File: src/rtl/best_neighbor_scan_pkg.sv
// Shared constants and FSM encoding for the neighbor Q-table scanner.
package best_neighbor_scan_pkg;

  localparam logic [15:0] FP16_POS_INF = 16'h7C00;
  localparam logic [15:0] NO_NODE      = 16'hFFFF;

  localparam int unsigned ENTRY_WORDS = 3;
  localparam logic [1:0]  WORD_ID     = 2'd0;
  localparam logic [1:0]  WORD_Q      = 2'd1;
  localparam logic [1:0]  WORD_ADV    = 2'd2;

  typedef enum logic [1:0] {
    StIdle,
    StFetch,
    StDrain,
    StFinish
  } state_e;

endpackage

File: src/rtl/best_neighbor_scan_if.sv
// Table-memory read port between the scanner (master) and the shared table memory (slave).
interface best_neighbor_scan_if #(
  parameter int unsigned ADDR_WIDTH = 10,
  parameter int unsigned WORD_WIDTH = 16
) ();

  logic                  mem_rd_en;
  logic [ADDR_WIDTH-1:0] mem_addr;
  logic [WORD_WIDTH-1:0] mem_rd_data;

  modport master (
    output mem_rd_en,
    output mem_addr,
    input  mem_rd_data
  );

  modport slave (
    input  mem_rd_en,
    input  mem_addr,
    output mem_rd_data
  );

endinterface

File: src/rtl/best_neighbor_scan_fp16_less_than.sv
// Combinational IEEE-754 binary16 strict less-than; NaN never compares less, +0 == -0.
module fp16_less_than (
  input  logic [15:0] a,
  input  logic [15:0] b,
  output logic        less
);

  logic a_nan;
  logic b_nan;
  logic both_zero;

  always_comb begin
    a_nan     = (a[14:10] == 5'h1F) && (a[9:0] != 10'd0);
    b_nan     = (b[14:10] == 5'h1F) && (b[9:0] != 10'd0);
    both_zero = (a[14:0] == 15'd0) && (b[14:0] == 15'd0);
    if (a_nan || b_nan || both_zero) begin
      less = 1'b0;
    end else if (a[15] != b[15]) begin
      less = a[15];
    end else if (!a[15]) begin
      less = a[14:0] < b[14:0];
    end else begin
      // Both negative: larger magnitude is the smaller value.
      less = a[14:0] > b[14:0];
    end
  end

endmodule

File: src/rtl/best_neighbor_scan.sv
// Scans a neighbor Q-table and reports the local and advertised minima with a one-cycle done.
// Optional: define SKIP_SELF_EN to drop this node's own entry from the advertised-minimum search.
module best_neighbor_scan
  import best_neighbor_scan_pkg::*;
#(
  parameter int unsigned MAX_NEIGHBORS = 64,
  parameter int unsigned ADDR_WIDTH    = 10,
  parameter int unsigned WORD_WIDTH    = 16
) (
  input  logic                  clock,
  input  logic                  nreset,
  input  logic                  start,
  input  logic [15:0]           neighbor_count,
  input  logic [ADDR_WIDTH-1:0] base_addr,
  input  logic [WORD_WIDTH-1:0] MY_NODE_ID,
  best_neighbor_scan_if.master  mem,
  output logic                  busy,
  output logic                  done,
  output logic [WORD_WIDTH-1:0] mybest,
  output logic [WORD_WIDTH-1:0] besthop,
  output logic [WORD_WIDTH-1:0] bestvalue,
  output logic [WORD_WIDTH-1:0] bestneighborID
);

`ifdef SKIP_SELF_EN
  localparam bit SkipSelf = 1'b1;
`else
  localparam bit SkipSelf = 1'b0;
`endif

  state_e                state_q;
  logic                  rd_en_q;
  logic [ADDR_WIDTH-1:0] addr_q;
  logic [15:0]           reads_left_q;
  logic                  valid_q;
  logic [1:0]            phase_q;
  logic [WORD_WIDTH-1:0] cur_id_q, cur_q_q, my_id_q;
  logic [WORD_WIDTH-1:0] mb_q, hop_q, bv_q, bid_q;
  logic [WORD_WIDTH-1:0] mb_d, hop_d, bv_d, bid_d;
  logic [15:0]           n_clamp, reads_init;
  logic                  adv_word, is_self, q_less, adv_less;

  assign mem.mem_rd_en = rd_en_q;
  assign mem.mem_addr  = addr_q;

  fp16_less_than u_q_lt (
    .a    (cur_q_q),
    .b    (mb_q),
    .less (q_less)
  );

  fp16_less_than u_adv_lt (
    .a    (mem.mem_rd_data),
    .b    (bv_q),
    .less (adv_less)
  );

  always_comb begin
    n_clamp    = (neighbor_count > 16'(MAX_NEIGHBORS)) ? 16'(MAX_NEIGHBORS) : neighbor_count;
    reads_init = n_clamp * 16'(ENTRY_WORDS) - 16'd1;
    // The advertised word is on the bus this cycle; ID and Q were captured on earlier cycles.
    adv_word   = valid_q && (phase_q == WORD_ADV);
    is_self    = (cur_id_q == my_id_q);
    mb_d       = mb_q;
    hop_d      = hop_q;
    bv_d       = bv_q;
    bid_d      = bid_q;
    if (adv_word && q_less) begin
      mb_d  = cur_q_q;
      hop_d = cur_id_q;
    end
    if (adv_word && adv_less && !(SkipSelf && is_self)) begin
      bv_d  = mem.mem_rd_data;
      bid_d = cur_id_q;
    end
  end

  always_ff @(posedge clock or negedge nreset) begin
    if (!nreset) begin
      state_q        <= StIdle;
      rd_en_q        <= 1'b0;
      addr_q         <= '0;
      reads_left_q   <= '0;
      valid_q        <= 1'b0;
      phase_q        <= WORD_ID;
      cur_id_q       <= '0;
      cur_q_q        <= '0;
      my_id_q        <= '0;
      mb_q           <= WORD_WIDTH'(FP16_POS_INF);
      hop_q          <= WORD_WIDTH'(NO_NODE);
      bv_q           <= WORD_WIDTH'(FP16_POS_INF);
      bid_q          <= WORD_WIDTH'(NO_NODE);
      busy           <= 1'b0;
      done           <= 1'b0;
      mybest         <= WORD_WIDTH'(FP16_POS_INF);
      besthop        <= WORD_WIDTH'(NO_NODE);
      bestvalue      <= WORD_WIDTH'(FP16_POS_INF);
      bestneighborID <= WORD_WIDTH'(NO_NODE);
    end else begin
      valid_q <= rd_en_q;
      if (valid_q) begin
        phase_q <= (phase_q == WORD_ADV) ? WORD_ID : phase_q + 2'd1;
        if (phase_q == WORD_ID) cur_id_q <= mem.mem_rd_data;
        if (phase_q == WORD_Q)  cur_q_q  <= mem.mem_rd_data;
      end
      mb_q  <= mb_d;
      hop_q <= hop_d;
      bv_q  <= bv_d;
      bid_q <= bid_d;

      unique case (state_q)
        StIdle: begin
          done <= 1'b0;
          if (start) begin
            busy    <= 1'b1;
            my_id_q <= MY_NODE_ID;
            phase_q <= WORD_ID;
            mb_q    <= WORD_WIDTH'(FP16_POS_INF);
            hop_q   <= WORD_WIDTH'(NO_NODE);
            bv_q    <= WORD_WIDTH'(FP16_POS_INF);
            bid_q   <= WORD_WIDTH'(NO_NODE);
            if (n_clamp == 16'd0) begin
              state_q        <= StFinish;
              done           <= 1'b1;
              mybest         <= WORD_WIDTH'(FP16_POS_INF);
              besthop        <= WORD_WIDTH'(NO_NODE);
              bestvalue      <= WORD_WIDTH'(FP16_POS_INF);
              bestneighborID <= WORD_WIDTH'(NO_NODE);
            end else begin
              state_q      <= StFetch;
              rd_en_q      <= 1'b1;
              addr_q       <= base_addr;
              reads_left_q <= reads_init;
            end
          end
        end
        StFetch: begin
          if (reads_left_q == 16'd0) begin
            rd_en_q <= 1'b0;
            state_q <= StDrain;
          end else begin
            addr_q       <= addr_q + ADDR_WIDTH'(1);
            reads_left_q <= reads_left_q - 16'd1;
          end
        end
        StDrain: begin
          // Last advertised word is on the bus now, so publish the post-update minima.
          state_q        <= StFinish;
          done           <= 1'b1;
          mybest         <= mb_d;
          besthop        <= hop_d;
          bestvalue      <= bv_d;
          bestneighborID <= bid_d;
        end
        StFinish: begin
          done    <= 1'b0;
          busy    <= 1'b0;
          state_q <= StIdle;
        end
        default: state_q <= StIdle;
      endcase
    end
  end

endmodule

File: src/flat_wrapper.sv
// flat-port wrapper written by rule: the top's interface ports become plain ports
module best_neighbor_scan_flat import best_neighbor_scan_pkg::*;
#(
  parameter int unsigned MAX_NEIGHBORS = 64,
  parameter int unsigned ADDR_WIDTH    = 10,
  parameter int unsigned WORD_WIDTH    = 16
)
  (clock, nreset, start, neighbor_count, base_addr, MY_NODE_ID, busy, done, mybest, besthop, bestvalue, bestneighborID, mem_mem_rd_en, mem_mem_addr, mem_mem_rd_data);
  best_neighbor_scan_if #(.ADDR_WIDTH(ADDR_WIDTH), .WORD_WIDTH(WORD_WIDTH)) mem_i ();
  input  logic clock;
  input  logic nreset;
  input  logic start;
  input  logic [15:0] neighbor_count;
  input  logic [ADDR_WIDTH-1:0] base_addr;
  input  logic [WORD_WIDTH-1:0] MY_NODE_ID;
  output logic busy;
  output logic done;
  output logic [WORD_WIDTH-1:0] mybest;
  output logic [WORD_WIDTH-1:0] besthop;
  output logic [WORD_WIDTH-1:0] bestvalue;
  output logic [WORD_WIDTH-1:0] bestneighborID;
  output wire logic [$bits(mem_i.mem_rd_en)-1:0] mem_mem_rd_en;
  output wire logic [$bits(mem_i.mem_addr)-1:0] mem_mem_addr;
  input wire logic [$bits(mem_i.mem_rd_data)-1:0] mem_mem_rd_data;
  assign mem_mem_rd_en = mem_i.mem_rd_en;
  assign mem_mem_addr = mem_i.mem_addr;
  assign mem_i.mem_rd_data = mem_mem_rd_data;
  best_neighbor_scan #(.MAX_NEIGHBORS(MAX_NEIGHBORS), .ADDR_WIDTH(ADDR_WIDTH), .WORD_WIDTH(WORD_WIDTH)) u_core (.clock(clock), .nreset(nreset), .start(start), .neighbor_count(neighbor_count), .base_addr(base_addr), .MY_NODE_ID(MY_NODE_ID), .mem(mem_i), .busy(busy), .done(done), .mybest(mybest), .besthop(besthop), .bestvalue(bestvalue), .bestneighborID(bestneighborID));
endmodule
File: config.mk
export PLATFORM = sky130hd
export DESIGN_NAME = best_neighbor_scan_flat
export DESIGN_NICKNAME = d
export VERILOG_FILES = /design/src/rtl/best_neighbor_scan_pkg.sv /design/src/rtl/best_neighbor_scan_if.sv /design/src/rtl/best_neighbor_scan_fp16_less_than.sv /design/src/rtl/best_neighbor_scan.sv /design/src/flat_wrapper.sv
export SDC_FILE = /design/constraint.sdc
export NUM_CORES = 1
export LEC_CHECK = 0
export CAP_MARGIN = 40
export CORE_ASPECT_RATIO = 0.5
export CORE_MARGIN = 1
export CORE_UTILIZATION = 45
export CTS_BUF_LIST = sky130_fd_sc_hd__clkbuf_16
export DETAILED_ROUTE_END_ITERATION = 10
export DONT_BUFFER_PORTS = 1
export SLEW_MARGIN = 10
export SYNTH_ARGS = -nofsm -noshare
export SYNTH_HDL_FRONTEND = slang
export SYNTH_HIERARCHICAL = 1
export SYNTH_SLANG_ARGS = --single-unit
File: constraint.sdc
create_clock -name clock -period 3.08 [get_ports clock]
set_clock_uncertainty 0.05 [all_clocks]
set_input_delay 0.77 -clock clock [delete_from_list [all_inputs] [get_ports clock]]
set_output_delay 0.77 -clock clock [all_outputs]
set_load 0.005 [all_outputs]
Word level (Yosys, flattened, before mapping)
Cells that the tools add are included.
{ "classes": {"order_cmp": 5, "eq_ne": 16, "n_reduce_logical": 36, "mul": 1, "add_sub_neg": 4, "muxes": 52} }
{ "op_table": {"columns": ["operator", "count"], "rows": [
  ["$mux W16", 20],
  ["$pmux W16 S2", 5],
  ["$logic_not A15 Y1", 4],
  ["$reduce_bool A10 Y1", 4],
  ["$logic_not A16 Y1", 2],
  ["$sub A16 B1 Y16 const B", 2],
  ["$gt A15 B15 Y1", 2],
  ["$lt A15 B15 Y1", 2],
  ["$mux W10", 3],
  ["$eq A5 B5 Y1 const B", 4],
  ["$pmux W10 S2", 1],
  ["$gt A16 B7 Y1 const B", 1],
  ["$mul A16 B2 Y16 const B", 1],
  ["$mux W2", 7],
  ["$mux W1", 12],
  ["$add A10 B1 Y10 const B", 1],
  ["$logic_and A1 B1 Y1", 9],
  ["$pmux W2 S4", 1],
  ["$reduce_and A2 Y1", 4],
  ["$reduce_and A4 Y1", 2],
  ["$eq A2 B2 Y1 const B", 3],
  ["$ne A2 B2 Y1 const B", 3],
  ["$reduce_bool A2 Y1", 3],
  ["$eq A2 B1 Y1 const B", 2],
  ["9 further kinds", 16]
]} }
{ "totals": {"reg_bits": 194, "input_bits": 61, "out_inout_bits": 77} }

Longest topological paths before layout
{ "depth": {"word_depth": 9, "depth_mapped": 15} }

Cells and area by module
Netlist, hierarchy kept.
{ "by_module_without_submodules": {"columns": ["mod", "area_each_um2", "n_inst", "cells_per_inst"], "rows": [
  ["best_neighbor_scan", 9357.7, 1, 906],
  ["fp16_less_than", 490.5, 2, 73]
]} }

Worst setup path after synthesis
OpenSTA, ideal clock, no wires.
{ "synth_path": {"path_kind": "input -> register", "startpoint": "input neighbor_count[10]", "endpoint": "register u_core.reads_left_q[13]", "path_buffers": 1, "setup_slack_ns": -1.588, "setup_time_ns": 0.139, "cell_stages": 15, "arrival_time_ns": 4.479, "path_cell_list": "or4_4 -> nor3_1 -> and2_1 -> clkbuf_1 -> nand2_1 -> ha_1 -> inv_1 -> ha_1 -> nand2_1 -> a2111o_1 -> nor4b_4 -> nor2_2 -> nor3_2 -> nor4_1 -> or4_1"} }
{ "synth_via": {"elab_chain_len": 7} }
{ "synth_lines": {"columns": ["item", "line", "rtl"], "rows": [
  ["start, declared", "flat_wrapper.sv:13", "input logic [15:0] neighbor_count;"],
  ["$gt A16 B7 Y1", "best_neighbor_scan.sv:59", "n_clamp = (neighbor_count > 16'(MAX_NEIGHBORS)) ? 16'(MAX_NEIGHBORS) : neighbor_count;"],
  ["$mux W16 *", "best_neighbor_scan.sv:59", null],
  ["$mul A16 B2 Y16", "best_neighbor_scan.sv:60", "reads_init = n_clamp * 16'(ENTRY_WORDS) - 16'd1;"],
  ["$sub A16 B1 Y16", "best_neighbor_scan.sv:60", null],
  ["$mux W16", "best_neighbor_scan.sv:122", "if (n_clamp == 16'd0) begin"],
  ["$mux W16", "best_neighbor_scan.sv:114", "if (start) begin"],
  ["$pmux W16 S2", "best_neighbor_scan.sv:111", "unique case (state_q)"],
  ["end signal, assigned", "best_neighbor_scan.sv:133", "reads_left_q <= reads_init;"],
  ["end signal, assigned", "best_neighbor_scan.sv:143", "reads_left_q <= reads_left_q - 16'd1;"],
  ["end, declared", "best_neighbor_scan.sv:34", "logic [15:0] reads_left_q;"]
]} }
Mark *: on every way between the ends. The rest lies on a longest branch, timed or not. The select of a mux whose other input is x is not followed.
A chain may end at the register's enable or synchronous reset.

Worst setup path after layout
{ "layout_path": {"startpoint": "input neighbor_count[5]", "endpoint": "register u_core.reads_left_q[13]"} }
Same word-level chain as after synthesis.

==> reports/qor.txt <==
RUN STATUS
----------------------------------------------------------------------------------------------------
Status                                                                                  finished with violations
Failing checks                                                                          hold timing, setup timing

STA
----------------------------------------------------------------------------------------------------
Accumulated negative setup slack                                                           -38.53 ns
Final setup viols                                                                                 92
Worst Setup Slack, final                                                                  -0.6025 ns
Period utilisation layout                                                                      1.196
Achievable Freq                                                                            271.6 MHz
Count of final max-slew check failures                                                             0
Final hold violation count                                                                        33
Worst hold margin                                                                        -0.03360 ns
RSZ-0062 raised after global routing                                                            true
Clock period minus worst slack                                                              3.682 ns
Worst Tran Pin Value                                                                       0.8859 ns
Worst slew margin relative to its limit                                                       0.4076

CLOCK NETWORK
----------------------------------------------------------------------------------------------------
Buffer depth of the longest clock path                                                             2
Clock-pin slew reported for the worst setup and hold paths after clock tree synthesis        0.08 ns
Clock latency of the later-clocked register in the worst-skew pair                           0.45 ns
Number of H-tree levels                                                                            4
Root Buffer Master                                                                         clkbuf_16
Number of buffers inserted during clock tree synthesis                                            17
CTS tree                                                                                       built
Number of clock sinks                                                                            194

FLOORPLANNING
----------------------------------------------------------------------------------------------------
Effective utilization at floorplan                                                            0.4676
Std cell rows                                                                                     38
Horiz. Die Dim                                                                              216.4 um
Number of top-level pins                                                                         138
Die Height                                                                                  109.2 um
Overall die area                                                                          23620 um^2
Floorplan core area                                                                       22110 um^2

WORST SETUP PATH
----------------------------------------------------------------------------------------------------
Internal reg-to-reg setup slack                                                              0.24 ns
CP endpoint kind                                                                            register
Source of the worst register-to-register timing path                                    u_core/bv_q[14]
FF-to-FF End                                                                            u_core/bestneighborID[8]
Nature of the critical path startpoint                                                  primary input
Worst Reg2Reg Path Length in Cells                                                                10
Crit Path Max Fanout                                                                               5
Worst endpoint required time                                                                 3.35 ns
Crit Path Class                                                                         primary input to register
Worst EP arrival                                                                             3.95 ns

ROUTING
----------------------------------------------------------------------------------------------------
First-pass iteration count of the detailed router                                                  5
Violation count after the first detailed-route iteration                                         663
Drt wl/cell                                                                                 19.21 um
DRC errors left                                                                                    0
Vias per cell                                                                                  5.672
Count of antenna-violating nets left after detailed routing                                        0
Overall routed net length                                                                   28630 um
Total via count after detailed routing                                                          8451

GLOBAL ROUTING
----------------------------------------------------------------------------------------------------
Maximum number of pins on one net before global-route repair                                     195
Vias in the first global route                                                                  8165
Overflow left after global routing                                                                 0
First-pass GRT wire length                                                                  44860 um
Number of antenna violations at the first check in global routing                                  0
Global-route usage over all layers                                                            0.2458

SYNTH
----------------------------------------------------------------------------------------------------
Synthesis warning total                                                                            6
Post-synth cell types                                                                             60
Top area cells in the synthesized netlist                                               dfrtp_1 27%, dfstp_2 21%, ha_1 8.4%
Top-area cell type share of the netlist area                                                  0.2662
Post-synthesis instance area                                                              10340 um^2
Number of enable-type register cells in the synthesized netlist                                    0
Number of register bits inferred by synthesis                                                    194
Async set-reset flop share out of synthesis                                                    1.000
Gate Count Post-Synth                                                                           1052
Mean instance size in the synthesized netlist                                             9.828 um^2
Fraction of the yosys area taken by sequential cells                                          0.4797
Yosys top cell by area                                                                       dfrtp_1
Most frequently used flop master after synthesis                                             dfrtp_1

FINISH
----------------------------------------------------------------------------------------------------
Layout cell share with drive strength beyond 1                                                0.2874
Post-route cell area                                                                      13230 um^2
Antenna Diode Count                                                                                0
Signed area change from the synthesized netlist to the final layout                           27.93%
Count of filler cells inserted in the layout                                                    1860
Share of the core filled with cells in the final layout                                       0.5982
Commonest cells after routing, fill and taps aside                                      110 x nand2_1, 110 x dfrtp_1, 97 x nor2_1
Net total in the final layout                                                                   1307
Final cell count without fillers                                                                1490

PLACED DESIGN
----------------------------------------------------------------------------------------------------
Total placed instance area                                                                11450 um^2
Detail Placement HPWL                                                                       18280 um
Weighted congestion reported at the end of routability-driven placement                       0.8539
Number of placed instances with taps included                                                   1402
Count of buffers inserted at the top-level ports                                                   0

POWER AND IR DROP
----------------------------------------------------------------------------------------------------
Pwr dens                                                                                991.0 nW/um^2
Worst IR Drop VDD                                                                           441.1 uV
Leakage power                                                                            0.006132 uW

JOB
----------------------------------------------------------------------------------------------------
Max-Cap Viols                                                                                      0

MIN PATH
----------------------------------------------------------------------------------------------------
HP Class                                                                                primary input to asynchronous set/reset pin

[report_power, final]
| part | switching [uW] | internal, uW |
|---|---|---|
| Clock | 1170 | 1170 |
| Combinational | 2980 | 3050 |
| Sequential | 941 | 3800 |
| Total | 5090 | 8020 |
[worst max-delay path: stages]
cell and delay (ns):
or4_4 0.54, o31ai_4 0.20, and2_4 0.24, nand2_4 0.09, ha_4 0.28, inv_4 0.03, ha_4 0.26, nand2_4 0.05
a2111o_1 0.34, nor4b_4 0.34, nor2_2 0.09, nor3_2 0.14, nor4_1 0.07, or4_1 0.49
[how the worst max path moves through the flow]
stage / startpoint / to / slack [ns] / cells past startpoint
after CTS: neighbor_count[5] / u_core/reads_left_q[13] / -0.57 / 14
final: neighbor_count[5] / u_core/reads_left_q[13] / -0.60 / 14
after global placement: neighbor_count[0] / u_core/reads_left_q[13] / -1.16 / 15
after floorplan: neighbor_count[0] / u_core/reads_left_q[13] / -1.11 / 15
after global routing: neighbor_count[10] / u_core/reads_left_q[13] / -0.72 / 14
after detailed placement: neighbor_count[0] / u_core/reads_left_q[13] / -1.22 / 15
[cells by family (layout without fill, tap and decap cells)]
| family | count (synthesis) | in the layout | synth area share |
|---|---|---|---|
| simple gates | 353 | 353 | 0.1652 |
| fa+ha+maj | 69 | 69 | 0.08350 |
| buf+inv | 105 | 220 | 0.03824 |
| mux | 99 | 99 | 0.09972 |
| flops | 194 | 194 | 0.4797 |
| compound gates | 220 | 220 | 0.1239 |
| xor+xnor | 11 | 11 | 0.009319 |
| other cells | 1 | 24 | 0.0003627 |
[layer usage]
layer | global-route usage | up-vias | share of wire
met5 | 0 | - | 0
met4 | 0.04980 | 0 | 0.0095
met3 | 0.04212 | 26 | 0.046
met2 | 0.4025 | 204 | 0.48
met1 | 0.3441 | 4268 | 0.47
li1 | - | 3953 | -
[layout make-up]
type	instances	area, um^2	share of cell area
clock buffers	18	450.4	0.03406
repair buffers	123	1524	0.1152
flip-flops and latches	194	4960	0.3750
clock inverters	14	176.4	0.01334
inverters	65	246.5	0.01864
well taps	300	375.4	0.02838
multi-input cells	776	5494	0.4154
[cell usage after synthesis, types with 3 or more instances]
cell type,n
nor4_2,3
a21oi_1,95
or2_2,3
nand2_1,122
nand3_1,19
mux2_2,32
o21ai_0,54
a31oi_1,12
o22ai_1,5
and2_1,5
nand2b_1,9
and4_1,3
nor2_1,97
inv_1,64
a22oi_1,5
o21ai_1,7
or3_1,3
nor3_1,21
or4_1,5
nor4_1,18
a211oi_1,6
nand3b_1,6
clkbuf_1,32
dfrtp_1,110
o211ai_1,6
and3_1,7
nor2b_1,3
xor2_1,9
a221o_1,5
mux2i_1,67
nand4_1,16
buf_1,7
a21o_1,6
dfstp_2,84
ha_1,69
and4b_1,3
nor3b_1,3
[per-stage QoR]
step | power [uW] | worst slack (ns)
final | 13110 | -0.6025
after global routing | 13910 | -0.7242
after CTS | 12920 | -0.5716
after detailed placement | 9148 | -1.221
after global placement | 8995 | -1.165
after floorplan | 7693 | -1.114
[flip-flops by register name, indices dropped and copies added (netlist names), 10 cells and up]
signal / count
u_core/cur_id_q: 16
u_core/mem.mem_addr: 10
u_core/cur_q_q: 16
u_core/mybest: 16
u_core/reads_left_q: 16
u_core/bid_q: 16
u_core/hop_q: 16
u_core/mb_q: 16
u_core/bestvalue: 16
u_core/bestneighborID: 16
u_core/besthop: 16
u_core/bv_q: 16
[what timing repair did]
item,4_1_cts,5_1_grt
setup endpoints to repair,91,93
cloned,14,0
resized for setup,64,35
pin swaps,47,26
hold endpoints to repair,110,110
setup buffers,33,13
Power figures use the tool's default switching activity.
